File: src/rtl/bcd2bin_pkg.sv
// Shared types, constants and the round-robin pick helper for bcd2bin_arbiter.
package bcd2bin_pkg;

    typedef enum logic [1:0] {
        IDLE  = 2'd0,
        SHIFT = 2'd1,
        DONE  = 2'd2
    } state_t;

    localparam int BCD_W   = 8;
    localparam int BIN_W   = 7;
    localparam int N_ITER  = 7;
    localparam int MAX_REQ = 8;

    // First set bit of req at or above ptr, wrapping modulo n.
    function automatic logic [2:0] next_rr(input logic [2:0] ptr,
                                           input logic [MAX_REQ-1:0] req,
                                           input int n);
        logic [2:0] w;
        logic       found;
        int         idx;
        w     = '0;
        found = 1'b0;
        for (int k = 0; k < MAX_REQ; k++) begin
            idx = (int'(ptr) + k) % n;
            if (k < n && !found && req[idx]) begin
                w     = 3'(idx);
                found = 1'b1;
            end
        end
        return w;
    endfunction

endpackage

File: src/rtl/bcd2bin_serial_core.sv
// Reverse double-dabble engine: one right shift plus per-digit minus-3 per clock.
module bcd2bin_serial_core
    import bcd2bin_pkg::*;
(
    input  logic             clk,
    input  logic             rst_n,
    input  logic             load,
    input  logic [BCD_W-1:0] bcd,
    output logic [BIN_W-1:0] result,
    output logic             last
);

    logic [BCD_W+BIN_W-1:0] sr;
    logic [BCD_W+BIN_W-1:0] sr_next;
    logic [2:0]             cnt;

    always_comb begin
        sr_next = sr >> 1;
        if (sr_next[14:11] >= 4'd8) sr_next[14:11] = sr_next[14:11] - 4'd3;
        if (sr_next[10:7]  >= 4'd8) sr_next[10:7]  = sr_next[10:7]  - 4'd3;
    end

    // result is the post-shift value so the last iteration can be captured directly
    assign result = sr_next[BIN_W-1:0];
    assign last   = (cnt == 3'(N_ITER - 1));

    always_ff @(posedge clk) begin
        if (!rst_n) begin
            sr  <= '0;
            cnt <= 3'd7;
        end else if (load) begin
            sr  <= {bcd, {BIN_W{1'b0}}};
            cnt <= 3'd0;
        end else begin
            sr <= sr_next;
            if (cnt != 3'd7) cnt <= cnt + 3'd1;
        end
    end

endmodule

File: src/rtl/bcd2bin_arbiter.sv
// Round-robin front end sharing one serial BCD-to-binary core among NUM_REQ requesters.
// Optional invalid-digit fast path enabled by defining BCD2BIN_DIGIT_CHECK_EN.
module bcd2bin_arbiter
    import bcd2bin_pkg::*;
#(
    parameter int NUM_REQ = 4,
    parameter int ID_W    = $clog2(NUM_REQ)
) (
    input  logic                   clk,
    input  logic                   rst_n,
    input  logic [NUM_REQ-1:0]     req,
    input  logic [NUM_REQ*8-1:0]   bcd_in,
    output logic [NUM_REQ-1:0]     gnt,
    output logic                   busy,
    output logic                   done,
    output logic [ID_W-1:0]        done_id,
    output logic [BIN_W-1:0]       bin_out,
    output logic                   err
);

    state_t             state, state_nx;
    logic [ID_W-1:0]    rr_ptr, id, sel;
    logic [BCD_W-1:0]   bcd_sel;
    logic [BIN_W-1:0]   core_result;
    logic               core_last;
    logic               any_req, load;
    logic [NUM_REQ-1:0] gnt_c;

    assign any_req = |req;
    assign sel     = ID_W'(next_rr(3'(rr_ptr), 8'(req), NUM_REQ));
    assign bcd_sel = bcd_in[8*int'(sel) +: 8];

`ifdef BCD2BIN_DIGIT_CHECK_EN
    logic bad;
    logic err_q;
    assign bad = (bcd_sel[7:4] > 4'd9) || (bcd_sel[3:0] > 4'd9);
    assign err = err_q;
`else
    assign err = 1'b0;
`endif

    always_comb begin
        state_nx = state;
        gnt_c    = '0;
        load     = 1'b0;
        case (state)
            IDLE: begin
                if (any_req) begin
                    gnt_c[sel] = 1'b1;
                    load       = 1'b1;
`ifdef BCD2BIN_DIGIT_CHECK_EN
                    state_nx   = bad ? DONE : SHIFT;
`else
                    state_nx   = SHIFT;
`endif
                end
            end
            SHIFT:   if (core_last) state_nx = DONE;
            DONE:    state_nx = IDLE;
            default: state_nx = IDLE;
        endcase
    end

    // Grant is decided combinationally in IDLE; gate it so nothing leaks out during reset.
    assign gnt  = gnt_c & {NUM_REQ{rst_n}};
    assign busy = rst_n & ((state != IDLE) | any_req);
    assign done = (state == DONE);

    always_ff @(posedge clk) begin
        if (!rst_n) begin
            state   <= IDLE;
            rr_ptr  <= '0;
            id      <= '0;
            done_id <= '0;
            bin_out <= '0;
`ifdef BCD2BIN_DIGIT_CHECK_EN
            err_q   <= 1'b0;
`endif
        end else begin
            state <= state_nx;
            if (load) begin
                id     <= sel;
                rr_ptr <= (int'(sel) == NUM_REQ - 1) ? '0 : sel + 1'b1;
            end
            // Results land on the edge into DONE so they are valid alongside done.
            if (state == SHIFT && core_last) begin
                bin_out <= core_result;
                done_id <= id;
`ifdef BCD2BIN_DIGIT_CHECK_EN
                err_q   <= 1'b0;
`endif
            end
`ifdef BCD2BIN_DIGIT_CHECK_EN
            if (load && bad) begin
                bin_out <= '0;
                done_id <= sel;
                err_q   <= 1'b1;
            end
`endif
        end
    end

    bcd2bin_serial_core u_core (
        .clk    (clk),
        .rst_n  (rst_n),
        .load   (load),
        .bcd    (bcd_sel),
        .result (core_result),
        .last   (core_last)
    );

endmodule

File: config.mk
export PLATFORM = sky130hd
export DESIGN_NAME = bcd2bin_arbiter
export DESIGN_NICKNAME = d
export VERILOG_FILES = /design/src/rtl/bcd2bin_pkg.sv /design/src/rtl/bcd2bin_serial_core.sv /design/src/rtl/bcd2bin_arbiter.sv
export SDC_FILE = /design/constraint.sdc
export NUM_CORES = 1
export LEC_CHECK = 0
export BUFFER_PORTS_ARGS = -buffer_cell sky130_fd_sc_hd__buf_2
export CORE_MARGIN = 2
export CORE_UTILIZATION = 38
export CTS_BUF_LIST = sky130_fd_sc_hd__clkbuf_4 sky130_fd_sc_hd__clkbuf_8
export DETAILED_ROUTE_END_ITERATION = 16
export GPL_TIMING_DRIVEN = 0
export RECOVER_POWER = 25
export SLEW_MARGIN = 20
export SYNTH_ARGS = -nofsm -noshare
export SYNTH_HDL_FRONTEND = slang
export SYNTH_SLANG_ARGS = --single-unit
File: constraint.sdc
create_clock -name clk -period 4.3 [get_ports clk]
set_clock_uncertainty 0.15 [all_clocks]
set_input_delay 0.645 -clock clk [delete_from_list [all_inputs] [get_ports clk]]
set_output_delay 0.645 -clock clk [all_outputs]
set_load 0.03 [all_outputs]
==> summary.md <==
| Metric | Value |
|---|---|
| Antenna Cells | 0 |
| Multi-input gate area | 912.1 µm² |
| Share of layout cells above drive strength 1 | 25.62% |
| Peak supply drop | 153.9 µV |
| Finished Layout Cells | 292 |
| Commonest cells in the netlist | dfxtp_1, nand2_1, mux2i_1 |
| Number of enable flip-flop cells after synthesis | 0 |
| CTS buffer count | 5 |
| Unrepaired setup endpoints after global routing | false |
| Worst path arrival time | 2.22 ns |
| Detail Route Antenna Nets | 0 |
| Worst hold path class | reg2reg |
| Post-CTS setup buffer count | 0 |
| Setup_tns | 0 ns |
| Die extent in x | 69.78 µm |
| Vias in the first global route | 1,394 |
| Root Driver | clkbuf_8 |
| Main synth FF type | dfxtp_1 |
| Period utilization | 70.13% |
| Mapped Area | 0.001644 mm² |
| Final Setup Violations | 0 |
| Final net count | 285 |
| CP Class | in2out |
| Post-DP HPWL | 2864 µm |
| Gr usage total | 16.32% |
| Die area | 0.004869 mm² |
| Syn Inst Count | 183 |
| FILL cells | 422 |
| Fmax | 0.3316 GHz |
| Starting Density | 40.23% |
| Pin count of the biggest net entering global routing | 12 |
| Post-layout util | 50.43% |
| Overflow after GRT | 0 |
| First-pass GRT wire length | 6341 µm |
| Area Overhead vs Synth | 25.34% |
| # H-tree levels | 2 |
| Synth area leader | dfxtp_1 |
| WL final | 3774 µm |
| Syn_nets | 227 |
| Clock transition at the registers of the reported paths | 0.07 ns |
| Max-cap violations | 0 |
| First-pass DRT Iterations | 4 |
| Synthesis Warnings | 0 |
| # placed instances | 284 |
| Max clock buf depth | 2 |
| Core ar. | 0.004086 mm² |
| Clock Latency Late Sink | 0.28 ns |
| Slew Limit Fails | 0 |
| Ys async rst share | 0% |
| R2R depth | 8 |
| Yosys reg bits | 32 |
| Gp weighted congestion | 0.7618 |
| Register Area | 640.6 µm² |
| Clk sinks | 32 |
| DRT iter0 DRCs | 43 |
| Synth cell types | 46 |
| Worst hold slack | 0.2971 ns |
| Wire per inst | 12.92 µm |
| Seq/Total Area, Yosys | 38.96% |
| Worst Hold Path Cells | 2 |
| Max FO, Critical Path | 10 |
| PortBufs | 51 |
| Top-count cell post-synth | dfxtp_1 |
| TritonCTS clock tree | built |
| Startpoint types | input pin |
| Hold Buf Count CTS | 0 |
| Initial antenna violation count | 0 |
| CTS resizes | 0 |
| Critical Path Sink Type | primary output |
| Remaining DRCs | 0 |
| Pleak | 0.9024 nW |
| Crit path required time | 3.50 ns |
| Synth top area share | 38.96% |
| Die height | 69.78 µm |
| Avg Cell Area, Syn | 8.984 µm² |
| PD cells | 400.0 mW/mm² |
| Num ports | 54 |
| Hold Fails Final Rpt | 0 |
| Outcome | complete, no violations |
| Largest cells by area after synthesis | dfxtp_1, mux2i_1, nand2_1, a21boi_0, ha_1 |
| Min cycle time layout | 3.016 ns |
| Row cnt | 23 |
| Overall power | 0.0008243 W |
| Via count | 1,466 |
| Vias/cell | 5.021 |
-- area by class of cell --
class	instances	area share, %
multi-input combinational	133	44.26
timing repair buffer	51	11.78
clock buffer	5	3.339
buffer	12	3.218
inverter	6	1.214
sequential	32	31.09
clock inverter	3	2.064
tap	50	3.036
-- metrics by stage --
step	area, µm²	setup slack (ns)
final	2061	1.284
after global placement	1962	1.324
after global routing	2061	1.051
after floorplan	1644	1.385
after detailed placement	1962	1.317
after CTS	2073	1.313
-- per-layer routing --
metal  vias up  track usage (%)  part of all wire, %
met5         -                0                    0
met4         0            7.051                  1.5
met3         5            3.634                  4.7
met2        43            25.29                   43
met1       650            21.73                   51
li1        768                -                    -
-- cells by family (layout without fill, tap and decap cells) --
logic type      count (synthesis)  count (layout)  share of synthesized area (%)
buf+inv                        18              77                          5.555
other cells                     1               1                         0.2281
fa+ha+maj                       6               6                          4.566
xor+xnor                        3               3                          1.598
compound gates                 40              40                          19.64
simple gates                   70              70                          21.54
flops                          32              32                          38.96
mux                            13              13                          7.914
-- worst paths after layout --
kind                      startpoint                       to  slack [ns]
max                           req[3]                   gnt[0]        1.28
min          u_core.sr[1]$_SDFF_PP0_  bin_out[0]$_SDFFE_PN0P_        0.30
max reg2reg   rr_ptr[0]$_SDFFE_PN0P_   rr_ptr[1]$_SDFFE_PN0P_        2.35
min reg2reg  u_core.sr[1]$_SDFF_PP0_  bin_out[0]$_SDFFE_PN0P_        0.30
-- flip-flops by register name, indices dropped and copies added (netlist names) --
name	cells
u_core.sr	14
bin_out	7
u_core.cnt	3
done_id	2
id	2
rr_ptr	2
state	2
-- critical path, cell delays in order --
cell      delay [ns]
clkbuf_1        0.23
nor4_1          0.14
nor3_1          0.39
buf_2           0.30
nand2_1         0.13
nor3_1          0.16
buf_2           0.22
-- power breakdown --
part           total (W)  internal [W]  switching, W
sequential      0.000343      0.000322     0.0000211
clock           0.000284      0.000171      0.000112
combinational   0.000198     0.0000863      0.000111
-- cells in the final DEF, fill, tap and decap left out, drive strengths merged, types with 2 or more instances in the layout --
cell	netlist	routed
a2111oi	2	2
a21boi	12	12
a21oi	3	3
a311oi	2	2
and2	3	3
and3	7	7
buf	6	47
clkbuf	6	21
dfxtp	32	32
ha	6	6
inv	6	6
mux2i	13	13
nand2	29	29
nand3	6	6
nand4b	2	2
nor2	6	6
nor2b	4	4
nor3	4	4
nor4	2	2
o21ai	9	9
o221ai	5	5
xor2	2	2
(Power assumes the default switching activity.)
